**config.mk**
```make
export PLATFORM = sky130hd
export DESIGN_NAME = sb_config_sequencer
export DESIGN_NICKNAME = d
export VERILOG_FILES = /design/src/rtl/sb_config_sequencer.sv
export SDC_FILE = /design/constraint.sdc
export NUM_CORES = 1
export LEC_CHECK = 0
export BUFFER_PORTS_ARGS = -buffer_cell sky130_fd_sc_hd__clkbuf_2
export CORE_ASPECT_RATIO = 1.75
export CORE_MARGIN = 10
export CORE_UTILIZATION = 48
export DETAILED_ROUTE_END_ITERATION = 10
export PLACE_DENSITY = 0.79
export SYNTH_ARGS = -nofsm -noshare
export SYNTH_HDL_FRONTEND = slang
export SYNTH_SLANG_ARGS = --single-unit
```
**constraint.sdc**
```tcl
create_clock -name clk -period 1.9 [get_ports clk]
set_clock_uncertainty 0.1 [all_clocks]
set_input_delay 0.095 -clock clk [delete_from_list [all_inputs] [get_ports clk]]
set_output_delay 0.095 -clock clk [all_outputs]
set_load 0.05 [all_outputs]
```
**src/rtl/sb_config_sequencer.sv**
```systemverilog
// sb_config_sequencer
// Loads switch-box configuration words into a row of tiles. It accepts single
// addressed write beats from a valid/ready stream, or on request sweeps a clear
// word through every tile, one tile per cycle.
//
// Ports:
//   clk, reset    clock and synchronous active-high reset
//   cfg_valid     config beat offered; taken when cfg_valid && cfg_ready
//   cfg_ready     high only in IDLE while no clear is requested
//   cfg_addr      target tile index of the beat
//   cfg_data      config word (2-bit mux select per tile output)
//   cfg_last      beat closes a configuration session
//   clear_start   request a bulk clear of all tiles (beats lose to it)
//   config_data   word broadcast to every tile; 0 whenever no strobe is active
//   config_en     per-tile load strobe, one-hot or zero
//   busy          state is not IDLE
//   done          one-cycle pulse when a session or a clear completes
//   err           sticky out-of-range address flag; a clear resets it
//
// NUM_TILES must not exceed 2**ADDR_W.
module sb_config_sequencer #(
    parameter int unsigned NUM_TILES     = 16,
    parameter int unsigned ADDR_W        = 4,
    parameter int unsigned SETTLE_CYCLES = 2,
    parameter logic [31:0] CLEAR_VALUE   = 32'h0000_0000
) (
    input  logic                 clk,
    input  logic                 reset,
    input  logic                 cfg_valid,
    output logic                 cfg_ready,
    input  logic [ADDR_W-1:0]    cfg_addr,
    input  logic [31:0]          cfg_data,
    input  logic                 cfg_last,
    input  logic                 clear_start,
    output logic [31:0]          config_data,
    output logic [NUM_TILES-1:0] config_en,
    output logic                 busy,
    output logic                 done,
    output logic                 err
);

    typedef enum logic [1:0] {StIdle, StWrite, StSettle, StClear} state_e;

    localparam int unsigned AddrW1     = ADDR_W + 1;
    localparam int unsigned SettleW    = (SETTLE_CYCLES > 2) ? $clog2(SETTLE_CYCLES) : 1;
    localparam int unsigned SettleInit = (SETTLE_CYCLES > 0) ? SETTLE_CYCLES - 1 : 0;

    localparam logic [AddrW1-1:0]    NumTilesW = AddrW1'(NUM_TILES);
    localparam logic [ADDR_W-1:0]    LastTile  = ADDR_W'(NUM_TILES - 1);
    localparam logic [NUM_TILES-1:0] TileOne   = NUM_TILES'(1);

    state_e              state_q;
    logic [ADDR_W-1:0]   addr_q;
    logic [31:0]         data_q;
    logic                last_q;
    logic [ADDR_W-1:0]   tile_cnt_q;
    logic [SettleW-1:0]  settle_cnt_q;
    logic                done_q;
    logic                err_q;

    logic addr_in_range;

    // Extra top bit so that NUM_TILES == 2**ADDR_W compares correctly.
    assign addr_in_range = ({1'b0, cfg_addr} < NumTilesW);

    assign cfg_ready = (state_q == StIdle) && !clear_start;
    assign busy      = (state_q != StIdle);
    assign done      = done_q;
    assign err       = err_q;

    always_ff @(posedge clk) begin
        if (reset) begin
            state_q      <= StIdle;
            addr_q       <= '0;
            data_q       <= '0;
            last_q       <= 1'b0;
            tile_cnt_q   <= '0;
            settle_cnt_q <= '0;
            done_q       <= 1'b0;
            err_q        <= 1'b0;
        end else begin
            done_q <= 1'b0;
            unique case (state_q)
                StIdle: begin
                    if (clear_start) begin
                        state_q    <= StClear;
                        tile_cnt_q <= '0;
                        err_q      <= 1'b0;
                    end else if (cfg_valid) begin
                        if (addr_in_range) begin
                            state_q <= StWrite;
                            addr_q  <= cfg_addr;
                            data_q  <= cfg_data;
                            last_q  <= cfg_last;
                        end else begin
                            // Dropped beat still closes its session if marked last.
                            err_q  <= 1'b1;
                            done_q <= cfg_last;
                        end
                    end
                end
                StWrite: begin
                    if (SETTLE_CYCLES > 0) begin
                        state_q      <= StSettle;
                        settle_cnt_q <= SettleW'(SettleInit);
                    end else begin
                        state_q <= StIdle;
                        done_q  <= last_q;
                    end
                end
                StSettle: begin
                    if (settle_cnt_q == '0) begin
                        state_q <= StIdle;
                        done_q  <= last_q;
                    end else begin
                        settle_cnt_q <= settle_cnt_q - SettleW'(1);
                    end
                end
                StClear: begin
                    if (tile_cnt_q == LastTile) begin
                        state_q <= StIdle;
                        done_q  <= 1'b1;
                    end else begin
                        tile_cnt_q <= tile_cnt_q + ADDR_W'(1);
                    end
                end
            endcase
        end
    end

    // Strobe and data decode straight from registered state, so both change
    // only on clock edges and data is forced to 0 whenever no strobe is up.
    always_comb begin
        config_en   = '0;
        config_data = '0;
        case (state_q)
            StWrite: begin
                config_en   = TileOne << addr_q;
                config_data = data_q;
            end
            StClear: begin
                config_en   = TileOne << tile_cnt_q;
                config_data = CLEAR_VALUE;
            end
            default: ;
        endcase
    end

endmodule

```
==> summary.md <==
| Metric | Value |
|---|---|
| Clock latency at the later pin of the worst-skew pair | slightly below 0.3 ns |
| Startpoint Class | flip-flop |
| Dpl ws | between 0.05 and 0.06 ns |
| Commonest non-fill, non-tap cells in the layout | nand2_1, clkbuf_2, dfxtp_1 |
| Crit path from | state_q[0] |
| Met3 usage | approximately 4.8% |
| R2R depth | 5 |
| Top cells by area, synth | dfxtp_1, nand2_1, and2_1 |
| DR vias | around 2500 |
| Lkg Pwr | ~1.5 nW |
| R2r endpoint | state_q[0] |
| Met1 GRT Util | 17.2% |
| Post-route setup slack | 0.0123 ns |
| Vias/cell | roughly 5.3 |
| Num CTS Buffers | 5 |
| Sink Count | 45 |
| Die Area | 8030 um^2 |
| Clock Path Buffers | 2 |
| PortBufs | 91 |
| Critical path buffers and inverters | 1 |
| Highest clock rate | 530 MHz |
| Vias in the first global route | 2483 |
| CTS H-Tree Depth | 2 |
| Number of distinct library cells after synthesis | 40 |
| First-pass GRT wire length | approximately 12000 um |
| Global route hottest layer | met2 |
| Post-DP HPWL | approximately 4800 um |
| Layout Utilization | 77.8% |
| Largest net degree at the start of global routing | 38 |
| IO Pins | 93 |
| Period minus WS final | 1.89 ns |
| Synthesized cell area | approximately 2300 um^2 |
| Share of cells above drive strength 1 | between 30% and 40% |
| Data required, critical path | 1.70 ns |
| Synth warnings | 0 |
| CP peak stage delay | between 0.4 and 0.5 ns |
| Initial core utilization | 49.0% |
| Worst min-delay path startpoint | reset |
| Routed wire length | slightly below 8000 um |
| Clock root cell | clkbuf_8 |
| Worst R2R Setup Slack | 0.11 ns |
| Slowest CP cell | dfxtp_2 |
| Critical-path cell list | ha_4 -> and3b_1 -> a31oi_4 -> nor2_1 -> buf_12 |
| Peak fanout along the critical path | 12 |
| Launching point of the worst reg2reg path | state_q[0] |
| CP delay by family, top | flip-flops |
| Sequential element share of the synthesized area | around 40% |
| Die width | a little over 70 um |
| # fillers | roughly 310 |
| Critical path arrival | ~1.7 ns |
| Core Rows | 33 |
| TritonCTS clock tree | done |
| Worst-path clk slew | 0.08 ns |
| Hold EP | data_q[8] |
| Initial DRC Count | 180 |
| Placed cells | 424 |
| Synth area leader | dfxtp_1 |
| DRT Pass-1 Iters | 5 |
| Std-Cell Core Area | around 4700 um^2 |
| ANT nets after route | 0 |
| Congestion Overflow GR | 0 |
| Yosys reg bits | 45 |
| Min-Delay Path Class | in2reg |
| Hold Path Stages | 2 |
| Worst VDD drop | 0.715 mV |
| Unrepaired setup endpoints after global routing | true |
| Initial antenna violation count | 2 |
| Setup violators final | 0 |
| Most common cell after layout, fill and taps aside | nand2_1 |
| PwrDens | just under 800 nW/um^2 |
| Endpoint class of the critical path | output port |
| DIE HEIGHT | roughly 110 um |
| Post-Syn Instances | 295 |
| Final Wtd Congestion | between 0.8 and 0.9 |
| Max-cap viol count | 0 |
| DRC | 0 |
| Design area | between 3000 and 4000 um^2 |
| Fin. Hold Viols | 0 |
| Area grow syn2layout | 58.9% |
| Non-Filler Instances | between 400 and 500 |
| Syn_nets | between 300 and 400 |
| Final period utilization | ~99% |
| Total Routing Usage GR | between 10% and 20% |
| Syn avg cell area | 7.74 um^2 |
| WL/cell | 16.5 um |
| Total Nets Final | roughly 470 |
| Placed cell area | about 3000 um^2 |
| Fin Setup TNS | 0 ns |
| Met2 track demand over resource | around 31% |
| Final Slew Violations | 0 |
| Outcome | finished clean |
| Top cell type's share of synthesized area | a little under 40% |
| CP Class | reg2out |
==> power by group <==
part / switching (W) / internal [W]
clock: 0.000309 / 0.000260
combinational: 0.000704 / 0.000453
sequential: 0.0000678 / 0.00104
total: 0.00108 / 0.00175
==> through the flow <==
stage | power, W | hold WS (ns)
2_1_floorplan | 0.00182 | 0.131
3_3_place_gp | 0.00204 | 0.218
3_5_place_dp | 0.00207 | 0.224
4_1_cts | 0.00274 | 0.0940
5_1_grt | 0.00299 | 0.123
6_report | 0.00283 | 0.112
==> synthesized netlist by cell type (all sizes together) <==
cell	instances
or2b	1
dfxtp	45
clkbuf	10
o221a	1
nand3	3
o32ai	2
and3b	3
nand2	77
o21ai	2
nand3b	2
nor2b	3
o41ai	1
a31oi	6
and4	1
nand4	4
a21oi	40
nor3b	3
a21o	1
conb	1
a211oi	4
mux2	1
o311ai	1
ha	5
nor3	1
a32oi	1
buf	12
nor2	20
mux2i	1
and3	1
inv	8
a22oi	1
and2	33
==> how the worst max path moves through the flow <==
stage	endpoint	slack (ns)	cells after the start
2_1_floorplan	config_en[0]	-0.03	6
3_3_place_gp	config_en[7]	0.13	5
3_5_place_dp	tile_cnt_q[3]	0.06	5
4_1_cts	config_en[6]	-0.02	5
5_1_grt	config_en[15]	-0.07	5
6_report	config_en[15]	0.01	5
==> per-layer routing <==
layer,up-vias,share of wire [%]
met3,32,5.9
met5,-,0
met2,111,55
li1,1214,-
met1,1156,34
met4,0,5.3
==> logic make-up (layout without fill, tap and decap cells) <==
kind of cell / after synthesis / in the layout / share of synthesized area, %
compound gates: 60 / 60 / 16.5
simple gates: 152 / 152 / 31.9
flops: 45 / 45 / 39.4
fa+ha+maj: 5 / 5 / 2.74
other cells: 1 / 3 / 0.164
buf+inv: 30 / 155 / 8.32
mux: 2 / 2 / 0.931
==> layout make-up <==
type                       instances  area, um^2  share of cell area (%)
antenna                            2        5.00                   0.138
timing repair buffer             139        1190                    32.7
sequential                        45         906                    24.9
tap                               52        65.1                    1.79
inverter                           8        30.0                   0.827
clock buffer                       7        76.3                    2.10
clock inverter                     1        7.51                   0.207
multi-input combinational        220        1350                    37.3
==> registers in the layout, indices dropped and copies added (netlist names) <==
name and cells:
data_q 32, done 1, settle_cnt_q 1, tile_cnt_q 4, addr_q 4, last_q 1
state_q 2
==> timing repair <==
action,CTS,global route
pin swaps,2,2
hold buffers,37,0
setup buffers,0,3
endpoints found under the setup margin,17,38
resized for setup,11,23
endpoints found under the hold margin,37,0
Note: power is estimated with default switching activity, not from simulation.
